### src/rtl/hash_loop_sched_pkg.sv
// Shared definitions for the nonce-search scheduler and the loop watchdog.
package hash_sched_defs;

  localparam int unsigned LOOP_W      = 16;
  localparam int unsigned NONCE_W_DEF = 32;
  localparam int unsigned HASH_W_DEF  = 32;

  typedef enum logic [2:0] {
    IDLE  = 3'd0,
    REQ   = 3'd1,
    CHECK = 3'd2,
    FOUND = 3'd3,
    FAIL  = 3'd4
  } state_t;

endpackage

### src/rtl/hash_loop_sched.sv
// Nonce-search scheduler: walks nonces through the hash core until a result
// meets the target or the loop watchdog reports its limit.
module hash_loop_sched
  import hash_sched_defs::*;
#(
  parameter int unsigned NONCE_W = NONCE_W_DEF,
  parameter int unsigned HASH_W  = HASH_W_DEF,
  parameter int unsigned LOOP_W  = hash_sched_defs::LOOP_W
) (
  input  logic               clk,
  input  logic               reset,
  input  logic               start,
  input  logic [NONCE_W-1:0] seed,
  input  logic [HASH_W-1:0]  target,
  output logic               hash_req,
  output logic [NONCE_W-1:0] hash_nonce,
  input  logic               hash_ack,
  input  logic [HASH_W-1:0]  hash_value,
  output logic [LOOP_W-1:0]  current_loop,
  output logic               stop,
  input  logic               fail,
  input  logic [LOOP_W-1:0]  current_loop_actualize,
  output logic               busy,
  output logic               done,
  output logic               found,
  output logic [NONCE_W-1:0] found_nonce,
  output logic [LOOP_W-1:0]  loops_done
);

  state_t             state;
  state_t             state_nx;
  logic [NONCE_W-1:0] nonce;
  logic [HASH_W-1:0]  target_r;
  logic [HASH_W-1:0]  hash_r;
  logic               fail_seen;
  logic               accept;
  logic               hit;
  logic               give_up;

  // Next state, handshake outputs and per-cycle decisions.
  always_comb begin
    state_nx = state;
    accept   = 1'b0;
    hit      = 1'b0;
    give_up  = 1'b0;
    hash_req = 1'b0;
    busy     = 1'b0;
    case (state)
      IDLE, FOUND, FAIL: begin
        if (start) begin
          accept   = 1'b1;
          state_nx = REQ;
        end
      end
      REQ: begin
        hash_req = 1'b1;
        busy     = 1'b1;
        if (hash_ack) state_nx = CHECK;
      end
      CHECK: begin
        busy = 1'b1;
        // A hit outranks a watchdog failure observed in the same iteration.
        if (hash_r <= target_r) begin
          hit      = 1'b1;
          state_nx = FOUND;
        end else if (fail_seen || fail) begin
          give_up  = 1'b1;
          state_nx = FAIL;
        end else begin
          state_nx = REQ;
        end
      end
      default: state_nx = IDLE;
    endcase
  end

  // State register.
  always_ff @(posedge clk or negedge reset) begin
    if (!reset) state <= IDLE;
    else        state <= state_nx;
  end

  // Search datapath: nonce/loop counters, captured hash and result registers.
  always_ff @(posedge clk or negedge reset) begin
    if (!reset) begin
      nonce        <= '0;
      target_r     <= '0;
      hash_r       <= '0;
      fail_seen    <= 1'b0;
      current_loop <= '0;
      stop         <= 1'b0;
      found        <= 1'b0;
      found_nonce  <= '0;
      loops_done   <= '0;
      done         <= 1'b0;
    end else begin
      done <= 1'b0;
      if (accept) begin
        nonce        <= seed;
        target_r     <= target;
        current_loop <= '0;
        stop         <= 1'b0;
        found        <= 1'b0;
        fail_seen    <= 1'b0;
      end
      if (state == REQ) begin
        if (fail)     fail_seen <= 1'b1;
        if (hash_ack) hash_r    <= hash_value;
      end
      if (state == CHECK) begin
        if (hit) begin
          found_nonce <= nonce;
          found       <= 1'b1;
          stop        <= 1'b1;
          done        <= 1'b1;
          loops_done  <= current_loop_actualize;
        end else begin
          nonce <= nonce + 1'b1;
          if (current_loop != '1) current_loop <= current_loop + 1'b1;
          if (give_up) begin
            found      <= 1'b0;
            stop       <= 1'b1;
            done       <= 1'b1;
            loops_done <= current_loop_actualize;
          end
        end
      end
    end
  end

  assign hash_nonce = nonce;

endmodule

### config.mk
export PLATFORM = sky130hd
export DESIGN_NAME = hash_loop_sched
export DESIGN_NICKNAME = d
export VERILOG_FILES = /design/src/rtl/hash_loop_sched_pkg.sv /design/src/rtl/hash_loop_sched.sv
export SDC_FILE = /design/constraint.sdc
export NUM_CORES = 1
export LEC_CHECK = 0
export ABC_AREA = 1
export CORE_MARGIN = 1.5
export CORE_UTILIZATION = 45
export CTS_CLUSTER_DIAMETER = 40
export DETAILED_ROUTE_END_ITERATION = 16
export PLACE_DENSITY = 0.86
export SLEW_MARGIN = 20
export SYNTH_ARGS = -nofsm -noshare
export SYNTH_HDL_FRONTEND = slang
export SYNTH_SLANG_ARGS = --single-unit
### constraint.sdc
create_clock -name clk -period 2 [get_ports clk]
set_clock_uncertainty 0.05 [all_clocks]
set_input_delay 0.6 -clock clk [delete_from_list [all_inputs] [get_ports clk]]
set_output_delay 0.6 -clock clk [all_outputs]
set_load 0.03 [all_outputs]
==> run summary <==
The run finished, with violations left. The final reports fail on negative setup slack. The maximum clock frequency is 0.4319 GHz. The initial utilization of the core area, before any placement, comes to 46.10%. The tools report the via count of the first global-routing pass as 8052.

The maximum net fanout on the critical path was 8; the final RePlAce weighted congestion was 0.8761. After detailed routing, the met3 layer carries 1482 microns of wire. The terminus of the critical flop-to-flop path was found_nonce[12]$_DFFE_PN0P_.

The die is 141.9 microns tall. Setup slack of the critical path after layout: -0.3154 ns. The critical path in this run is classified as reg -> reg.

TritonCTS built the clock tree. By area the synthesized netlist is led by sky130_fd_sc_hd__dfrtp_1, sky130_fd_sc_hd__nand2_1, sky130_fd_sc_hd__ha_1. The run gives -0.32 ns as the worst setup slack for register-to-register paths.

Leaving out fill and tap cells, the most frequent cell in the layout is sky130_fd_sc_hd__nand2_1. In the layout the commonest cells are sky130_fd_sc_hd__nand2_1, sky130_fd_sc_hd__dfrtp_1, sky130_fd_sc_hd__clkdlybuf4s50_1. Setup repair after global routing could not meet its margin everywhere. The delay of the slowest cell on the worst path came out at 0.35 ns. When the netlist entered floorplanning its net count stood at 1178.

The biggest area contributor in the post-synthesis netlist is sky130_fd_sc_hd__dfrtp_1. After clock tree synthesis, the clock-pin slew on the worst setup and hold paths is 0.06 ns. The first global-routing pass estimated 39450 microns of wire. Entering global routing, the biggest net connects 64 pins.

During I/O placement, the number of pins put on the boundary was 218. For the first-pass iteration count of the detailed router, the log shows 5. For this block, wires on met1 add up to 10390 microns.

The tools report the maximum vdd ir drop as 0.9327 mV. The worst register-to-register path begins at target_r[18]$_DFFE_PN0P_. The clock net in this run drives a total of 167 sinks. The antenna diode count was 0. The number of buffer and inverter instances along the worst setup path came out at 2.

The count of non-filler cells in the finished layout was 1569; the number of nets at the end of the flow was 1448. The run gives 0 as the yosys synthesis warning count. Across the run, the number of max-cap violations was 0. The initialized floorplan defines 50 standard-cell rows. The die is 141.9 microns wide. The tools report the final count of pins violating max slew as 0. In this run the power density over the cells is 1667 mW/mm^2. The final-report hold violation count was 0. The region available for standard cell placement spans 0.01883 sq mm.

Along the worst hold path, the cell count comes to 2. After detailed routing, the total wire length is 25900 microns. Classification of the worst-slack hold path: reg -> reg.

The count of port buffers added during placement is 217, and the time the worst path needs with I/O delays and setup is 2.315 ns. Summed over all nets, wire length on met2 after detailed routing comes to 13070 microns. For this block, the initial DRC count from the detailed router was 584. The layout filler cell count is 1405, and the total global routing overflow is 0. The number of clock buffers added by TritonCTS is 17. The tree is rooted in a sky130_fd_sc_hd__clkbuf_16.

The critical path crosses 11 cells after its start point. Synthesis inferred 167 register bits. For the number of levels in the clock H-tree, the log shows 4.

Headroom to the max-slew limit came out at 75.21%. Of the available clock period, the critical path in the final layout requires 115.8%. The end point of the most critical hold path is found_nonce[11]$_DFFE_PN0P_. Launch point of the worst hold path: found_nonce[11]$_DFFE_PN0P_.

The family with the most delay on the worst path was simple AND/OR/NAND/NOR gates. For the required time at the endpoint of the critical path, the log shows 2.26 ns. The worst setup path is launched from a register.

After detailed placement, the design holds a cell count of 1513. Summing the sequential cell areas from Yosys gives 48.14% of the chip area. Across the whole layout, storage elements account for 0.004183 sq mm. The signal on the critical path passes through inv_1 > ha_4 > nand4_1 > nor4_4 > nand2_2 > nand2_4 > nand2_8 > nand2_8 > clkinvlp_4 > nand2_1 > nand2_1. The die covers 0.02013 sq mm. Final setup violation count: 104. Using the TritonRoute via totals, the vias-per-cell ratio works out to 5.229. The critical path capture point type was a register.

The detailed router used layers up to and including met4. Among all stages on the critical path, the largest delay is contributed by sky130_fd_sc_hd__nor4_4. The run gives 40 as the number of distinct standard cells referenced by the synthesized netlist. The synthesized netlist occupies a cell area of 0.008681 sq mm.

Dividing the detail-routed wire length by the instance count gives 16.50 microns. The static leakage came out at 6.144 nW. Summed over its instances, the top area cell type makes up 48.14% of the synthesized netlist area.

Number of antenna violations at the first check in global routing: 0. Before CTS, the worst setup slack after placement is -0.2674 ns. The deepest clock path buffer count was 2.

Relative to the synthesized area, the layout overhead comes to 46.45%. In the routed design, unresolved DRC markers number 0. For the worst flop-to-flop path, the logic depth is 11.

The tools report the footprint of the multi-input gates as 0.004349 sq mm. A synthesized cell averages 8.453 sq um. Across every metal layer, demand over resource in global routing totals 24.96%.

At the pin with the least slew margin, the transition time is 0.3719 ns. The fraction of layout cells with a size suffix above 1 is 20.02%, and the instance count of the mapped netlist is 1027. Data arrives at the worst endpoint at 2.58 ns. For the final antenna-violating net count, the log shows 0.

The half-perimeter wire length after detailed placement is 17530 microns, and the later-pin clock latency in the skew report is 0.43 ns. Hold timing on the final database bottoms out at a slack of 0.4318 ns. The tools report the total number of vias as 8204.
-- report_power, final --
part / leakage [nW] / total, mW / internal (mW) / switching (mW)
sequential: 2.08 / 6.04 / 4.91 / 1.13
combinational: 3.80 / 11.9 / 4.85 / 7.07
clock: 0.267 / 3.24 / 1.90 / 1.34
-- worst min-delay path: stages (launching register included) --
cell and delay [ns]:
sky130_fd_sc_hd__dfrtp_1 0.35, sky130_fd_sc_hd__nand2_1 0.05, sky130_fd_sc_hd__nand2_1 0.05
-- what timing repair did --
action,CTS,global route
cloned,5,4
pin swaps,8,8
hold buffers,1,0
gates resized for setup,138,135
setup endpoints to repair,203,112
buffers inserted,10,6
endpoints found under the hold margin,14,0
-- flip-flops by register name, summed over array words and instances (netlist names), 3 cells and up --
signal        cells
hash_r           32
loops_done       16
state             3
hash_nonce       32
current_loop     16
found_nonce      32
target_r         32
-- worst max-delay path by stage --
stage / start / slack [ns] / end
floorplan: hash_nonce[0]$_DFF_PN0_ / 0.01 / hash_nonce[26]$_DFF_PN0_
global placement: hash_r[31]$_DFFE_PN0P_ / -0.16 / current_loop[8]$_DFF_PN0_
detailed placement: hash_r[31]$_DFFE_PN0P_ / -0.27 / hash_nonce[22]$_DFF_PN0_
CTS: hash_r[27]$_DFFE_PN0P_ / -0.24 / current_loop[8]$_DFF_PN0_
global route: hash_r[31]$_DFFE_PN0P_ / -0.41 / current_loop[12]$_DFF_PN0_
finish: target_r[18]$_DFFE_PN0P_ / -0.32 / found_nonce[12]$_DFFE_PN0P_
-- per-stage QoR --
step	cell area [sq um]	power [mW]	setup TNS, ns	util [%]
finish	12710	21.19	-25.82	67.52
floorplan	8683	12.32	0	-
global route	12710	22.59	-35.23	67.52
detailed placement	11460	16.42	-21.94	60.86
CTS	12210	19.86	-18.54	64.84
global placement	11460	15.99	-10.73	60.86
-- metal layers --
| layer | global-route usage, % | up-vias |
|---|---|---|
| met2 | 42.26 | 332 |
| li1 | - | 3828 |
| met3 | 5.197 | 85 |
| met5 | 0 | - |
| met1 | 30.71 | 3959 |
| met4 | 11.39 | 0 |
-- area by class of cell --
type                    count  share of cell area (%)
repair inverters            1                 0.05905
repair buffers            288                   22.76
well taps                 260                   2.559
flip-flops and latches    167                   32.90
clock inverters             7                  0.7578
multi-input cells         722                   34.21
inverters                 100                   3.041
clock buffers              24                   3.710
-- synthesized netlist by cell type --
cell                         n
sky130_fd_sc_hd__nand2_1   359
sky130_fd_sc_hd__dfrtp_1   167
sky130_fd_sc_hd__inv_1      94
sky130_fd_sc_hd__o21ai_0    80
sky130_fd_sc_hd__nor2_1     43
sky130_fd_sc_hd__ha_1       34
sky130_fd_sc_hd__xor2_1     32
sky130_fd_sc_hd__mux2_2     31
sky130_fd_sc_hd__nand3_1    29
sky130_fd_sc_hd__o21ai_1    24
sky130_fd_sc_hd__a21oi_1    18
sky130_fd_sc_hd__buf_2      17
sky130_fd_sc_hd__nor3_1     16
sky130_fd_sc_hd__nand4_1    10
sky130_fd_sc_hd__buf_4       8
sky130_fd_sc_hd__nand2_2     8
sky130_fd_sc_hd__buf_6       6
sky130_fd_sc_hd__clkbuf_1    6
sky130_fd_sc_hd__xnor2_1     6
sky130_fd_sc_hd__inv_2       5
sky130_fd_sc_hd__nor3_2      4
sky130_fd_sc_hd__nand3_2     3
sky130_fd_sc_hd__nand4_2     3
sky130_fd_sc_hd__nor2_2      3
sky130_fd_sc_hd__nor4_1      3
sky130_fd_sc_hd__nand2_4     2
sky130_fd_sc_hd__nor3_4      2
sky130_fd_sc_hd__o21a_1      2
sky130_fd_sc_hd__a211oi_1    1
sky130_fd_sc_hd__a21o_1      1
sky130_fd_sc_hd__a22o_1      1
sky130_fd_sc_hd__and2_2      1
sky130_fd_sc_hd__clkbuf_2    1
sky130_fd_sc_hd__clkinv_1    1
sky130_fd_sc_hd__nand3b_1    1
sky130_fd_sc_hd__nor2_4      1
sky130_fd_sc_hd__nor2_8      1
sky130_fd_sc_hd__nor3b_1     1
sky130_fd_sc_hd__nor4_4      1
sky130_fd_sc_hd__o31ai_1     1
-- cell families (layout without fill, tap and decap cells) --
family	count (synthesis)	in the layout	share of synthesized area, %
buf+inv	138	420	7.091
fa+ha+maj	34	34	4.901
mux	31	31	4.021
flops	167	167	48.14
simple gates	491	491	24.45
compound gates	128	128	7.567
xor+xnor	38	38	3.834
Power figures use the tool's default switching activity.
